==> src/rtl/uart_stdout_pkg.sv <==
// rtl/uart_stdout_pkg.sv - shared types and constants for the stdout UART receiver
// UART_STDOUT_PARITY_EN adds the PARITY state (8E1 frames).
package uart_stdout_pkg;

   localparam int DATA_BITS    = 8;
   localparam int MIN_BAUD_DIV = 4;

   typedef enum logic [2:0] {
      ST_IDLE   = 3'd0,
      ST_START  = 3'd1,
      ST_DATA   = 3'd2,
`ifdef UART_STDOUT_PARITY_EN
      ST_PARITY = 3'd3,
`endif
      ST_STOP   = 3'd4,
      ST_BREAK  = 3'd5
   } rx_state_e;

endpackage

==> src/rtl/uart_stdout_fifo.sv <==
// rtl/uart_stdout_fifo.sv - show-ahead byte FIFO with occupancy and overflow pulse
// Pointers carry one extra MSB so full and empty are distinguishable.
module uart_stdout_fifo #(
   parameter int DEPTH = 16,
   parameter int WIDTH = 8
) (
   input  logic                     clk,
   input  logic                     rst_n,
   input  logic                     push_i,
   input  logic [WIDTH-1:0]         din_i,
   input  logic                     pop_i,
   output logic [WIDTH-1:0]         dout_o,
   output logic                     valid_o,
   output logic [$clog2(DEPTH):0]   count_o,
   output logic                     overflow_o
);

   localparam int AW = $clog2(DEPTH);

   logic [AW:0]      wr_q, wr_d, rd_q, rd_d;
   logic [WIDTH-1:0] mem_q [DEPTH];
   logic [WIDTH-1:0] mem_d [DEPTH];
   logic             full, empty, do_push, do_pop;

   assign empty   = (wr_q == rd_q);
   assign full    = (wr_q[AW] != rd_q[AW]) && (wr_q[AW-1:0] == rd_q[AW-1:0]);
   assign do_pop  = pop_i && !empty;
   // A push into a full FIFO is still taken when the head leaves in the same cycle.
   assign do_push = push_i && (!full || do_pop);

   assign overflow_o = push_i && full && !do_pop;
   assign valid_o    = !empty;
   assign count_o    = wr_q - rd_q;
   assign dout_o     = mem_q[rd_q[AW-1:0]];

   always_comb begin
      mem_d = mem_q;
      wr_d  = wr_q;
      rd_d  = rd_q;
      if (do_push) begin
         mem_d[wr_q[AW-1:0]] = din_i;
         wr_d = wr_q + 1'b1;
      end
      if (do_pop) begin
         rd_d = rd_q + 1'b1;
      end
   end

   always_ff @(posedge clk or negedge rst_n) begin
      if (!rst_n) begin
         wr_q <= '0;
         rd_q <= '0;
         for (int i = 0; i < DEPTH; i++) begin
            mem_q[i] <= '0;
         end
      end else begin
         wr_q  <= wr_d;
         rd_q  <= rd_d;
         mem_q <= mem_d;
      end
   end

endmodule

==> src/rtl/uart_stdout_rx.sv <==
// rtl/uart_stdout_rx.sv - UART receiver feeding a byte FIFO, with CTS back-pressure
// Define UART_STDOUT_PARITY_EN for 8E1 frames and the parity_err_o flag.
module uart_stdout_rx
   import uart_stdout_pkg::*;
#(
   parameter int FIFO_DEPTH = 16,
   parameter int DIV_WIDTH  = 16,
   parameter int CTS_MARGIN = 2
) (
   input  logic                            clk,
   input  logic                            rst_n,
   input  logic                            enable_i,
   input  logic [DIV_WIDTH-1:0]            baud_div_i,
   input  logic                            rx_i,
   output logic                            cts_no,
   output logic [7:0]                      data_o,
   output logic                            valid_o,
   input  logic                            ready_i,
   output logic [$clog2(FIFO_DEPTH):0]     count_o,
   output logic                            frame_err_o,
   output logic                            overflow_o,
`ifdef UART_STDOUT_PARITY_EN
   output logic                            parity_err_o,
`endif
   input  logic                            clr_err_i
);

   logic [1:0]           sync_q, sync_d;
   rx_state_e            state_q, state_d;
   logic [DIV_WIDTH-1:0] div_q, div_d, bitcnt_q, bitcnt_d, div_in;
   logic [2:0]           bitidx_q, bitidx_d;
   logic [DATA_BITS-1:0] shift_q, shift_d;
   logic                 frame_err_q, frame_err_d, overflow_q, overflow_d, cts_q, cts_d;
   logic                 rxs, tick, push, frame_set, fifo_ovf;
`ifdef UART_STDOUT_PARITY_EN
   logic                 par_bad_q, par_bad_d, parity_err_q, parity_err_d, parity_set;
`endif

   assign rxs  = sync_q[1];
   assign tick = (bitcnt_q == DIV_WIDTH'(1));
   // Out-of-range divisors are raised to the minimum rather than producing a zero-length bit.
   assign div_in = (baud_div_i < DIV_WIDTH'(MIN_BAUD_DIV)) ? DIV_WIDTH'(MIN_BAUD_DIV) : baud_div_i;

   always_comb begin
      sync_d    = {sync_q[0], rx_i};
      state_d   = state_q;
      div_d     = div_q;
      bitcnt_d  = (bitcnt_q != '0) ? bitcnt_q - 1'b1 : '0;
      bitidx_d  = bitidx_q;
      shift_d   = shift_q;
      push      = 1'b0;
      frame_set = 1'b0;
`ifdef UART_STDOUT_PARITY_EN
      par_bad_d  = par_bad_q;
      parity_set = 1'b0;
`endif
      if (!enable_i) begin
         state_d = ST_IDLE;
      end else begin
         case (state_q)
            ST_IDLE: begin
               if (!rxs) begin
                  div_d    = div_in;
                  bitcnt_d = div_in >> 1;
                  state_d  = ST_START;
               end
            end
            ST_START: begin
               if (tick) begin
                  if (rxs) begin
                     state_d = ST_IDLE;
                  end else begin
                     bitcnt_d = div_q;
                     bitidx_d = '0;
                     state_d  = ST_DATA;
                  end
               end
            end
            ST_DATA: begin
               if (tick) begin
                  shift_d  = {rxs, shift_q[DATA_BITS-1:1]};
                  bitcnt_d = div_q;
                  bitidx_d = bitidx_q + 3'd1;
                  if (bitidx_q == 3'(DATA_BITS - 1)) begin
`ifdef UART_STDOUT_PARITY_EN
                     state_d = ST_PARITY;
`else
                     state_d = ST_STOP;
`endif
                  end
               end
            end
`ifdef UART_STDOUT_PARITY_EN
            ST_PARITY: begin
               if (tick) begin
                  bitcnt_d   = div_q;
                  par_bad_d  = (rxs != ^shift_q);
                  parity_set = par_bad_d;
                  state_d    = ST_STOP;
               end
            end
`endif
            ST_STOP: begin
               if (tick) begin
                  if (rxs) begin
`ifdef UART_STDOUT_PARITY_EN
                     push = !par_bad_q;
`else
                     push = 1'b1;
`endif
                     state_d = ST_IDLE;
                  end else begin
                     frame_set = 1'b1;
                     state_d   = ST_BREAK;
                  end
               end
            end
            ST_BREAK: begin
               if (rxs) begin
                  state_d = ST_IDLE;
               end
            end
            default: state_d = ST_IDLE;
         endcase
      end

      frame_err_d = frame_set | (frame_err_q & ~clr_err_i);
      overflow_d  = fifo_ovf  | (overflow_q  & ~clr_err_i);
`ifdef UART_STDOUT_PARITY_EN
      parity_err_d = parity_set | (parity_err_q & ~clr_err_i);
`endif
      cts_d = (FIFO_DEPTH - int'(count_o)) <= CTS_MARGIN;
   end

   always_ff @(posedge clk or negedge rst_n) begin
      if (!rst_n) begin
         sync_q      <= 2'b11;
         state_q     <= ST_IDLE;
         div_q       <= '0;
         bitcnt_q    <= '0;
         bitidx_q    <= '0;
         shift_q     <= '0;
         frame_err_q <= 1'b0;
         overflow_q  <= 1'b0;
         cts_q       <= 1'b0;
`ifdef UART_STDOUT_PARITY_EN
         par_bad_q    <= 1'b0;
         parity_err_q <= 1'b0;
`endif
      end else begin
         sync_q      <= sync_d;
         state_q     <= state_d;
         div_q       <= div_d;
         bitcnt_q    <= bitcnt_d;
         bitidx_q    <= bitidx_d;
         shift_q     <= shift_d;
         frame_err_q <= frame_err_d;
         overflow_q  <= overflow_d;
         cts_q       <= cts_d;
`ifdef UART_STDOUT_PARITY_EN
         par_bad_q    <= par_bad_d;
         parity_err_q <= parity_err_d;
`endif
      end
   end

   assign frame_err_o = frame_err_q;
   assign overflow_o  = overflow_q;
   assign cts_no      = cts_q;
`ifdef UART_STDOUT_PARITY_EN
   assign parity_err_o = parity_err_q;
`endif

   uart_stdout_fifo #(
      .DEPTH (FIFO_DEPTH),
      .WIDTH (DATA_BITS)
   ) u_fifo (
      .clk        (clk),
      .rst_n      (rst_n),
      .push_i     (push),
      .din_i      (shift_q),
      .pop_i      (valid_o & ready_i),
      .dout_o     (data_o),
      .valid_o    (valid_o),
      .count_o    (count_o),
      .overflow_o (fifo_ovf)
   );

endmodule
==> config.mk <==
export PLATFORM = sky130hd
export DESIGN_NAME = uart_stdout_rx
export DESIGN_NICKNAME = d
export VERILOG_FILES = /design/src/rtl/uart_stdout_pkg.sv /design/src/rtl/uart_stdout_fifo.sv /design/src/rtl/uart_stdout_rx.sv
export SDC_FILE = /design/constraint.sdc
export NUM_CORES = 1
export LEC_CHECK = 0
export ABC_AREA = 1
export BUFFER_PORTS_ARGS = -buffer_cell sky130_fd_sc_hd__buf_2
export CAP_MARGIN = 20
export CORE_MARGIN = 2
export CORE_UTILIZATION = 44
export DETAILED_ROUTE_END_ITERATION = 16
export GPL_ROUTABILITY_DRIVEN = 0
export PLACE_DENSITY = 0.58
export SYNTH_ARGS = -nofsm -noshare
export SYNTH_HDL_FRONTEND = slang
export SYNTH_SLANG_ARGS = --single-unit
==> constraint.sdc <==
create_clock -name clk -period 5 [get_ports clk]
set_input_delay 0 -clock clk [delete_from_list [all_inputs] [get_ports clk]]
set_output_delay 0 -clock clk [all_outputs]
set_load 0.05 [all_outputs]
Word-level counts from Yosys, hierarchy flattened
Index checks and enable logic that the tools add are counted.
{"block": "op_classes", "n_shift": 0, "eq_ne": 18, "addsub": 6, "bitwise_logic": 9, "reduce_logical": 17, "mux": 36, "multipliers": 0, "order_cmp": 5, "div_mod_pow": 0}
{"operator": "$bwmux 128", "count": 1}
{"operator": "$mux 16", "count": 7}
{"operator": "$pmux 16 s3", "count": 1}
{"operator": "$mux 3", "count": 11}
{"operator": "$bmux 8 s4", "count": 1}
{"operator": "$demux 8 s4", "count": 1}
{"operator": "$mux 8", "count": 3}
{"operator": "$ne 3x3->1 const B", "count": 6}
{"operator": "$eq 16x1->1 const B", "count": 1}
{"operator": "$lt 16x3->1 const B", "count": 1}
{"operator": "$reduce_bool 16->1", "count": 1}
{"operator": "$sub 16x1->16 const B", "count": 1}
{"operator": "$pmux 3 s5", "count": 1}
{"operator": "$add 5x1->5 const B", "count": 2}
{"operator": "$ge 5x5->1 const B", "count": 2}
{"operator": "$not 4->5", "count": 2}
{"operator": "$eq 3x3->1 const B", "count": 3}
{"operator": "$mux 1", "count": 8}
{"operator": "$le 6x3->1 const B", "count": 1}
{"operator": "$logic_and 1x1->1", "count": 6}
{"operator": "$ne 2x2->1 const B", "count": 3}
{"operator": "$pmux 3 s2", "count": 1}
{"operator": "$reduce_and 3->1", "count": 2}
{"operator": "$reduce_and 6->1", "count": 1}
{"operator": "other kinds (18)", "count": 24}
{"block": "totals", "n_memories": 0, "ram_bits": 0, "ff_bits": 189, "input_bits": 22, "latch_bits": 0, "output_inout_bits": 17, "mem_bits_ro": 0}

Longest topological paths before layout
Gate-level depths: netlist of run 1.
{"block": "logic_depth", "word_depth": 7, "depth_mapped": 13, "ltp_nobuf": 12}

Cells and area by module
A second synthesis of run 1 with hierarchy kept.
{"block": "hier_totals", "cells_unflattened": 1497, "area_unflattened_um2": 10914.2}
{"module": "uart_stdout_fifo", "cells_each": 1106, "instances": 1, "area_each_um2": 7926.4}
{"module": "uart_stdout_rx", "cells_each": 391, "instances": 1, "area_each_um2": 2987.9}

Least setup slack after synthesis of run 1
Ideal clock, no wire load.
{"block": "synth_timing", "kind": "register to register", "start": "register u_fifo.rd_q[1]", "end": "register cts_q (netlist: cts_no)", "setup_slack_ns": 2.366, "setup_time_ns": 0.078, "t_required_ns": 4.922, "t_arrival_ns": 2.556, "path_stages_with_launch": 10, "path_cell_list": "dfrtp_1 -> clkbuf_1 -> inv_1 -> clkbuf_1 -> ha_1 -> nand2_1 -> o21ai_0 -> xor2_1 -> nand3b_1 -> a21oi_1"}
{"block": "synth_between", "elab_chain_len": 3}
{"element": "start: declaration", "line": "uart_stdout_fifo.sv:20", "source": "logic [AW:0] wr_q, wr_d, rd_q, rd_d;"}
{"element": "start signal: assignment", "line": "uart_stdout_fifo.sv:58", "source": "rd_q <= rd_d;"}
{"element": "$sub 5x5->5", "line": "uart_stdout_fifo.sv:33", "source": "assign count_o = wr_q - rd_q;"}
{"element": "net count_o[3]", "line": "uart_stdout_rx.sv:19", "source": "output logic [$clog2(FIFO_DEPTH):0] count_o,"}
{"element": "$sub 5x5->6", "line": "uart_stdout_rx.sv:132", "source": "cts_d = (FIFO_DEPTH - int'(count_o)) <= CTS_MARGIN;"}
{"element": "$le 6x3->1", "line": "uart_stdout_rx.sv:132"}
{"element": "net cts_d", "line": "uart_stdout_rx.sv:33", "source": "logic frame_err_q, frame_err_d, overflow_q, overflow_d, cts_q, cts_d;"}
{"element": "end signal: assignment", "line": "uart_stdout_rx.sv:159", "source": "cts_q <= cts_d;"}
{"element": "end: declaration", "line": "uart_stdout_rx.sv:33"}
The timed path passes the listed nets, and every way through them passes these cells.
A chain may end at the register's enable or synchronous reset.

Final worst setup path of run 1
{"block": "layout_timing", "start": "register u_fifo.rd_q[2]", "end": "register u_fifo.mem_q[37] (netlist bit)"}
{"block": "layout_between", "elab_chain_len": 6}
{"element": "$eq 5x5->1", "line": "uart_stdout_fifo.sv:25", "source": "assign empty = (wr_q == rd_q);"}
{"element": "$logic_not 1->1", "line": "uart_stdout_fifo.sv:27, uart_stdout_fifo.sv:32"}
{"element": "$and 1x1->1", "line": "uart_stdout_rx.sv:182", "source": ".pop_i (valid_o & ready_i),"}
{"element": "$logic_and 1x1->1", "line": "uart_stdout_fifo.sv:27", "source": "assign do_pop = pop_i && !empty;"}
{"element": "$logic_or 1x1->1 *", "line": "uart_stdout_fifo.sv:29", "source": "assign do_push = push_i && (!full || do_pop);"}
{"element": "$logic_and 1x1->1 *", "line": "uart_stdout_fifo.sv:29"}
{"element": "end signal: assignment", "line": "uart_stdout_fifo.sv:59", "source": "mem_q <= mem_d;"}
{"element": "end: declaration", "line": "uart_stdout_fifo.sv:21", "source": "logic [WIDTH-1:0] mem_q [DEPTH];"}
Every way passes the cells marked *; elsewhere a longest branch is shown, timed or not.

==> results of run 1 <==
-- power groups by stage --
stage,clock [uW],sequential (uW),combinational [uW]
3_3_place_gp,0,1860,2120
3_5_place_dp,0,1860,2140
5_1_grt,1480,1860,2400
4_1_cts,1420,1830,2170
2_1_floorplan,0,1820,1600
6_report,1400,1830,2170
-- per-stage QoR --
step,total power (uW),instances,hold WS [ns]
finish,5410,1446,0.0391
global route,5740,1446,0.0532
CTS,5420,1445,0.0195
detailed placement,4000,1392,0.0616
global placement,3980,1392,0.0637
floorplan,3420,1131,-0.296
-- sequential cells by signal, summed over array words and instances (netlist names), 2 cells and up --
name / count
bitcnt_q: 16
shift_q: 8
u_fifo.wr_q: 5
div_q: 16
state_q: 3
sync_q: 2
u_fifo.mem_q: 128
u_fifo.rd_q: 5
bitidx_q: 3
-- worst paths after layout --
check | from | end
setup / recovery | u_fifo.rd_q[2] | u_fifo.mem_q[37]
hold / removal | ready_i | u_fifo.rd_q[0]
setup reg to reg | u_fifo.rd_q[2] | u_fifo.mem_q[37]
hold reg to reg | sync_q[0] | sync_q[1]
max in group asynchronous | rst_n | u_fifo.mem_q[42]
min in group asynchronous | rst_n | cts_no
-- layout make-up --
| class | count | area share |
|---|---|---|
| multi-input combinational | 830 | 0.404 |
| clock buffer | 19 | 0.0416 |
| inverter | 54 | 0.0190 |
| timing repair buffer | 66 | 0.0445 |
| tap | 275 | 0.0323 |
| sequential | 189 | 0.444 |
| clock inverter | 13 | 0.0143 |
-- worst min-delay path, cell delays in order --
cell	delay, ns
buf_2	0.12
nand2_1	0.21
xor2_1	0.10
-- synth_stat cells (all sizes together) --
cell      n
nand2   319
o21ai   209
dfrtp   187
nor2    123
nand3    56
inv      51
clkbuf   37
nand4    23
o22ai    22
buf      21
ha       15
xor2     14
o221ai   10
o211ai    8
xnor2     8
a21oi     7
nor3      6
a31oi     3
clkinv    3
dfstp     2
or2       2
a22o      1
and2      1
fa        1
nand3b    1
o32ai     1
-- placed cells by master, fill, tap and decap left out, types with 10 or more instances in the layout --
cell           count
clkbuf_16         17
dfrtp_1          186
nor2_1           118
ha_1              15
o21ai_1           77
o21ai_2           35
o221ai_1          10
xor2_1            14
inv_1             49
o21ai_0           97
nand3_1           42
dlygate4sd3_1     21
o22ai_1           22
nand2_1          317
nand4_1           21
buf_2             37
nand3_4           13
-- logic make-up after synthesis --
logic type | Yosys count
AOI/OAI and AO/OA | 261
adders and majority gates | 16
xor gates and xnor gates | 22
and+or+nand+nor | 531
buffers and inverters | 112
DFF | 189
-- per-layer routing --
metal,vias to the layer above,track usage
met5,-,0
met4,0,0.0833
met3,45,0.0317
met2,182,0.360
met1,3757,0.327
li1,3838,-
-- repair_timing --
action	in CTS	in global routing
resized for setup	0	0
hold buffers	21	0
hold endpoints to repair	109	0
==> metrics.md, run 1 <==
| Metric | Value |
|---|---|
| Max Clk Rate | `0.338 GHz` |
| Grt ovf | `0` |
| Final net count | `between 1000 and 1500` |
| Clock Sinks | `189` |
| WP data arrival | `approximately 3.3 ns` |
| Post-Syn Instances | `1131` |
| Post-synthesis cell area | `9580 um2` |
| DRT iter0 DRCs | `~620` |
| Maximum clock insertion buffer count | `2` |
| Syn Area/Cell | `8.47 um2` |
| Multi-input logic area | `4300 um2` |
| Root Driver | `clkbuf_16` |
| Vias/cell | `5.41` |
| Setup slack after placement | `~2.1 ns` |
| Largest family of logic cells by synthesized area | `simple AND/OR/NAND/NOR gates` |
| Tightest Hold Check Type | `in2reg` |
| Worst-path clk slew | `approximately 0.070 ns` |
| Status | `complete, no violations` |
| Wire length of the first global-routing pass | `40.7 mm` |
| Die span in x | `152 um` |
| Worst Hold Path Cells | `3` |
| P per Cell Area | `508 nW/um2` |
| Antenna cells | `0` |
| FF+latch area | `4730 um2` |
| Initial antenna violation count | `0` |
| # rows | `53` |
| Netlist cell types | `39` |
| Peak supply drop | `208 uV` |
| IO Port Bufs | `38` |
| Critical path depth | `7` |
| Post-route ant nets | `0` |
| Largest area contributor in the netlist | `dfrtp_1` |
| Layout cell share with drive strength beyond 1 | `0.121` |
| DRT Wirelength | `25.0 mm` |
| Worst EP required | `5.32 ns` |
| Period utilization | `0.592` |
| Area fraction in and, or, nand and nor cells after synthesis | `0.246` |
| TritonCTS Buffers | `17` |
| WL met2 | `11.7 mm` |
| Per-cell routed wire length | `17.3 um` |
| Post CTS Setup Buffer Count | `0` |
| Sw Share | `0.429` |
| Comb power frac | `0.402` |
| Maxcap violations | `0` |
| Clock power frac | `0.259` |
| Clk_skew | `0.0159 ns` |
| R2R cell count | `7` |
| Core Area | `21200 um2` |
| Clk_lat worst skew | `roughly 0.44 ns` |
| P_int | `about 3100 uW` |
| Sequential area share after synthesis | `0.494` |
| Slew Limit Fails | `0` |
| Crit path kind | `reg2reg` |
| Tot GR Track Use | `0.229` |
| Synth Area in Compound Gates | `0.161` |
| Post-route cell area | `10700 um2` |
| Share of the synthesized area in the top cell type | `0.488` |
| Fin crit period | `2.96 ns` |
| Multiplexer area fraction after synthesis | `0` |
| Setup_tns | `0 ns` |
| Delay-heaviest family, CP | `simple AND/OR/NAND/NOR gates` |
| Dpl hpwl | `16.5 mm` |
| Post-route setup slack | `2.04 ns` |
| Metal-1 WL | `11.7 mm` |
| CP bufs+invs | `2` |
| CP max FO | `17` |
| Largest net degree at the start of global routing | `76` |
| Largest stage delay, worst path | `0.69 ns` |
| Synthesized Nets | `1169` |
| Top Layer Used | `met4` |
| CP dominant cell by count | `nand4_1` |
| Worst reg2reg setup slack | `between 2 and 2.5 ns` |
| Leakage power | `between 0.005 and 0.006 uW` |
| Syn. warnings | `0` |
| Final Hold Viols | `0` |
| DRT Pass-1 Iters | `5` |
| Final core occ | `0.502` |
| CTS H-Tree Depth | `4` |
| Synth Area in Adders | `0.0217` |
| Area growth, synth to finish | `11.2%` |
| CP Capture Type | `flip-flop` |
| Slew @ Worst Pin | `1.05 ns` |
| Critical Path Source Type | `flip-flop` |
| Final setup viols | `0` |
| RSZ-0062 raised after global routing | `no` |
| DRC | `0` |
| Worst path cell trace | `inv_1 > ha_1 > nand4_1 > nor3_1 > clkinv_1 > nand4_1 > nand2_1` |
| Starting Density | `0.452` |
| Die footprint | `approximately 23000 um2` |
| Switch Pwr | `between 2000 and 2500 uW` |
| Rel. slew slack | `0.297` |
| Slowest CP cell | `dfrtp_1` |
| Vias | `7822` |
| TritonCTS clock tree | `done` |
| Dominant cells by area after synthesis | `dfrtp_1, nand2_1, o21ai_0` |
| Number of I/O pins | `39` |
| Fillers | `2021` |
| Vias in the first global route | `about 7400` |
| Area post-placement | `9830 um2` |
| Post-synthesis xor/xnor area fraction | `0.0201` |
| Register share of total power | `0.339` |
| Number of synthesized register bits | `about 190` |
| Die H | `152 um` |
| Met3 Wirelength | `898 um` |
No activity file was read; power rests on OpenSTA's default activity.
==> run 2: changes to the inputs <==
==> constraint.sdc (replaced) <==
create_clock -name clk -period 2.88 [get_ports clk]
set_input_delay 0 -clock clk [delete_from_list [all_inputs] [get_ports clk]]
set_output_delay 0 -clock clk [all_outputs]
set_load 0.05 [all_outputs]
==> metrics.md, run 2 (synthesis gave the netlist of run 1 again) <==
| Metric | Value |
|---|---|
| Status | `complete, no violations` |
| Die H | `152 um (unchanged)` |
| CP Capture Type | `output port` |
| Switch Pwr | `3990 uW (+72%)` |
| Post CTS Setup Buffer Count | `0 (unchanged)` |
| Delay-heaviest family, CP | `buffers and inverters` |
| Fin crit period | `2.60 ns` |
| Top Registers | `u_fifo.mem_q x128, bitcnt_q x16, div_q x16` |
| P per Cell Area | `870 nW/um2 (+71%)` |
| Worst-path clk slew | `0.07 ns (about the same)` |
| Layout cell share with drive strength beyond 1 | `0.127 (+0.00585)` |
| Critical path depth | `7 (unchanged)` |
| Slowest CP cell | `inv_2` |
| Most frequent cells in the layout | `nand2_1, dfrtp_1, nor2_1, o21ai_0, o21ai_1` |
| CP bufs+invs | `3 (+1)` |
| Largest net degree at the start of global routing | `97 (+28%)` |
| Worst reg2reg setup slack | `0.42 ns (-1.62 ns)` |
| Peak supply drop | `419 uV (+100%)` |
| Post-route ant nets | `0 (unchanged)` |
| Max Clk Rate | `0.385 GHz` |
| Worst EP required | `2.88 ns (-2.44 ns)` |
| # resized after CTS | `0 (unchanged)` |
| Setup crit end | `data_o[3]` |
| Clock Sinks | `189 (unchanged)` |
| Largest register FFs | `128 (unchanged)` |
| Area post-placement | `9940 um2 (+1.1%)` |
| Core Area | `21200 um2 (unchanged)` |
| IO Port Bufs | `38 (unchanged)` |
| CTS Hold Buffers Added | `22 (+4.8%)` |
| Worst setup path start | `u_fifo.rd_q[0]` |
| Maxcap violations | `0 (unchanged)` |
| Tightest Hold Check Type | `in2async` |
| Leakage power | `0.00505 uW (+0.95%)` |
| Comb power frac | `0.410 (+0.008)` |
| Starting Density | `0.452 (unchanged)` |
| Period utilization | `0.901` |
| WP data arrival | `2.60 ns (-0.68 ns)` |
| Setup_tns | `0 ns (unchanged)` |
| Vias | `7749 (-0.93%)` |
| P_int | `5360 uW (+73%)` |
| # rows | `53 (unchanged)` |
| Final core occ | `0.506 (+0.00401)` |
| Sw Share | `0.427 (-0.00188)` |
| Critical Path Source Type | `flip-flop` |
| Number of I/O pins | `39 (unchanged)` |
| DRT Wirelength | `24.4 mm (-2.2%)` |
| Die span in x | `152 um (unchanged)` |
| Clk_skew | `0.0172 ns (+0.00125 ns)` |
| Worst path cell trace | `inv_2 > buf_4 > o21ai_0 > o22ai_1 > nand2_1 > nand3_1 > buf_2` |
| Maximum clock insertion buffer count | `2 (unchanged)` |
| Reg2Reg Launch Point | `u_fifo.rd_q[3]` |
| Wire length of the first global-routing pass | `40.4 mm (-0.73%)` |
| Die footprint | `23000 um2 (unchanged)` |
| CTS H-Tree Depth | `4 (unchanged)` |
| DRT iter0 DRCs | `457 (-27%)` |
| Non-filler instance count after layout | `1455 (+0.62%)` |
| Dpl hpwl | `15.9 mm (-3.2%)` |
| Initial antenna violation count | `0 (unchanged)` |
| Slew @ Worst Pin | `0.948 ns (-0.103 ns)` |
| Vias/cell | `5.33 (-1.5%)` |
| Clk_lat worst skew | `0.44 ns (about the same)` |
| Final setup viols | `0 (unchanged)` |
| Vias in the first global route | `7488 (+1.2%)` |
| RSZ-0062 raised after global routing | `no` |
| Area growth, synth to finish | `12.0%` |
| Final net count | `1206 (+0.84%)` |
| Antenna cells | `0 (unchanged)` |
| Post-route cell area | `10700 um2 (+0.80%)` |
| Grt ovf | `0 (unchanged)` |
| TritonCTS Buffers | `17 (unchanged)` |
| DRC | `0 (unchanged)` |
| Most common cell after layout, fill and taps aside | `nand2_1` |
| Register share of total power | `0.335 (-0.004)` |
| Rel. slew slack | `0.363 (+0.0663)` |
| End of the worst register-to-register path | `u_fifo.mem_q[101]` |
| Largest register by flop count | `u_fifo.mem_q` |
| TritonCTS clock tree | `done` |
| Crit path kind | `reg2out` |
| Final Hold Viols | `0 (unchanged)` |
| Slew Limit Fails | `0 (unchanged)` |
| R2R cell count | `7 (unchanged)` |
| DRT Pass-1 Iters | `5 (unchanged)` |
| Per-cell routed wire length | `16.8 um (-2.8%)` |
| Cells after DPL | `1402 (+0.72%)` |
| Clock power frac | `0.254 (-0.005)` |
| Root Driver | `clkbuf_16` |
| Tot GR Track Use | `0.227 (-0.00211)` |
| Largest stage delay, worst path | `0.45 ns (-0.24 ns)` |
| CP max FO | `34 (+17)` |
run 2: how the worst min path moves through the flow:
stage,to,slack (ns)
2_1_floorplan,bitcnt_q[0],-0.30
3_3_place_gp,sync_q[0],0.11
3_5_place_dp,sync_q[0],0.12
4_1_cts,sync_q[0],0.21
5_1_grt,sync_q[0],0.22
6_report,cts_no,0.21
run 2: routing by layer:
layer	vias to the layer above	wire length, um	global-route usage
met5	-	0	0
met2	146	11600	0.366
li1	3851	-	-
met4	0	455	0.0639
met1	3723	11500	0.320
met3	29	846	0.0368
run 2: power groups by stage:
| stage | clock (uW) | combinational [uW] | sequential [uW] |
|---|---|---|---|
| after floorplan | 0 | 2780 | 3160 |
| after global placement | 0 | 3820 | 3180 |
| after detailed placement | 0 | 3830 | 3180 |
| after CTS | 2430 | 3870 | 3130 |
| after global routing | 2530 | 4260 | 3170 |
| final | 2380 | 3840 | 3130 |
run 2: cell type report:
type,count,area [um2]
Fill cell,2095,10500
Tap cell,275,344
Multi-Input combinational cell,830,4300
Sequential cell,189,4730
Timing Repair Buffer,76,577
Clock inverter,12,135
Inverter,54,203
Clock buffer,19,443
run 2: metrics by stage:
step / hold slack, ns / total power (uW) / setup WS (ns)
after floorplan: -0.296 / 5940 / 0.246
after global placement: 0.106 / 6990 / 0.455
after detailed placement: 0.116 / 7000 / 0.432
after CTS: 0.207 / 9430 / 0.260
after global routing: 0.216 / 9960 / 0.129
final: 0.211 / 9350 / 0.285
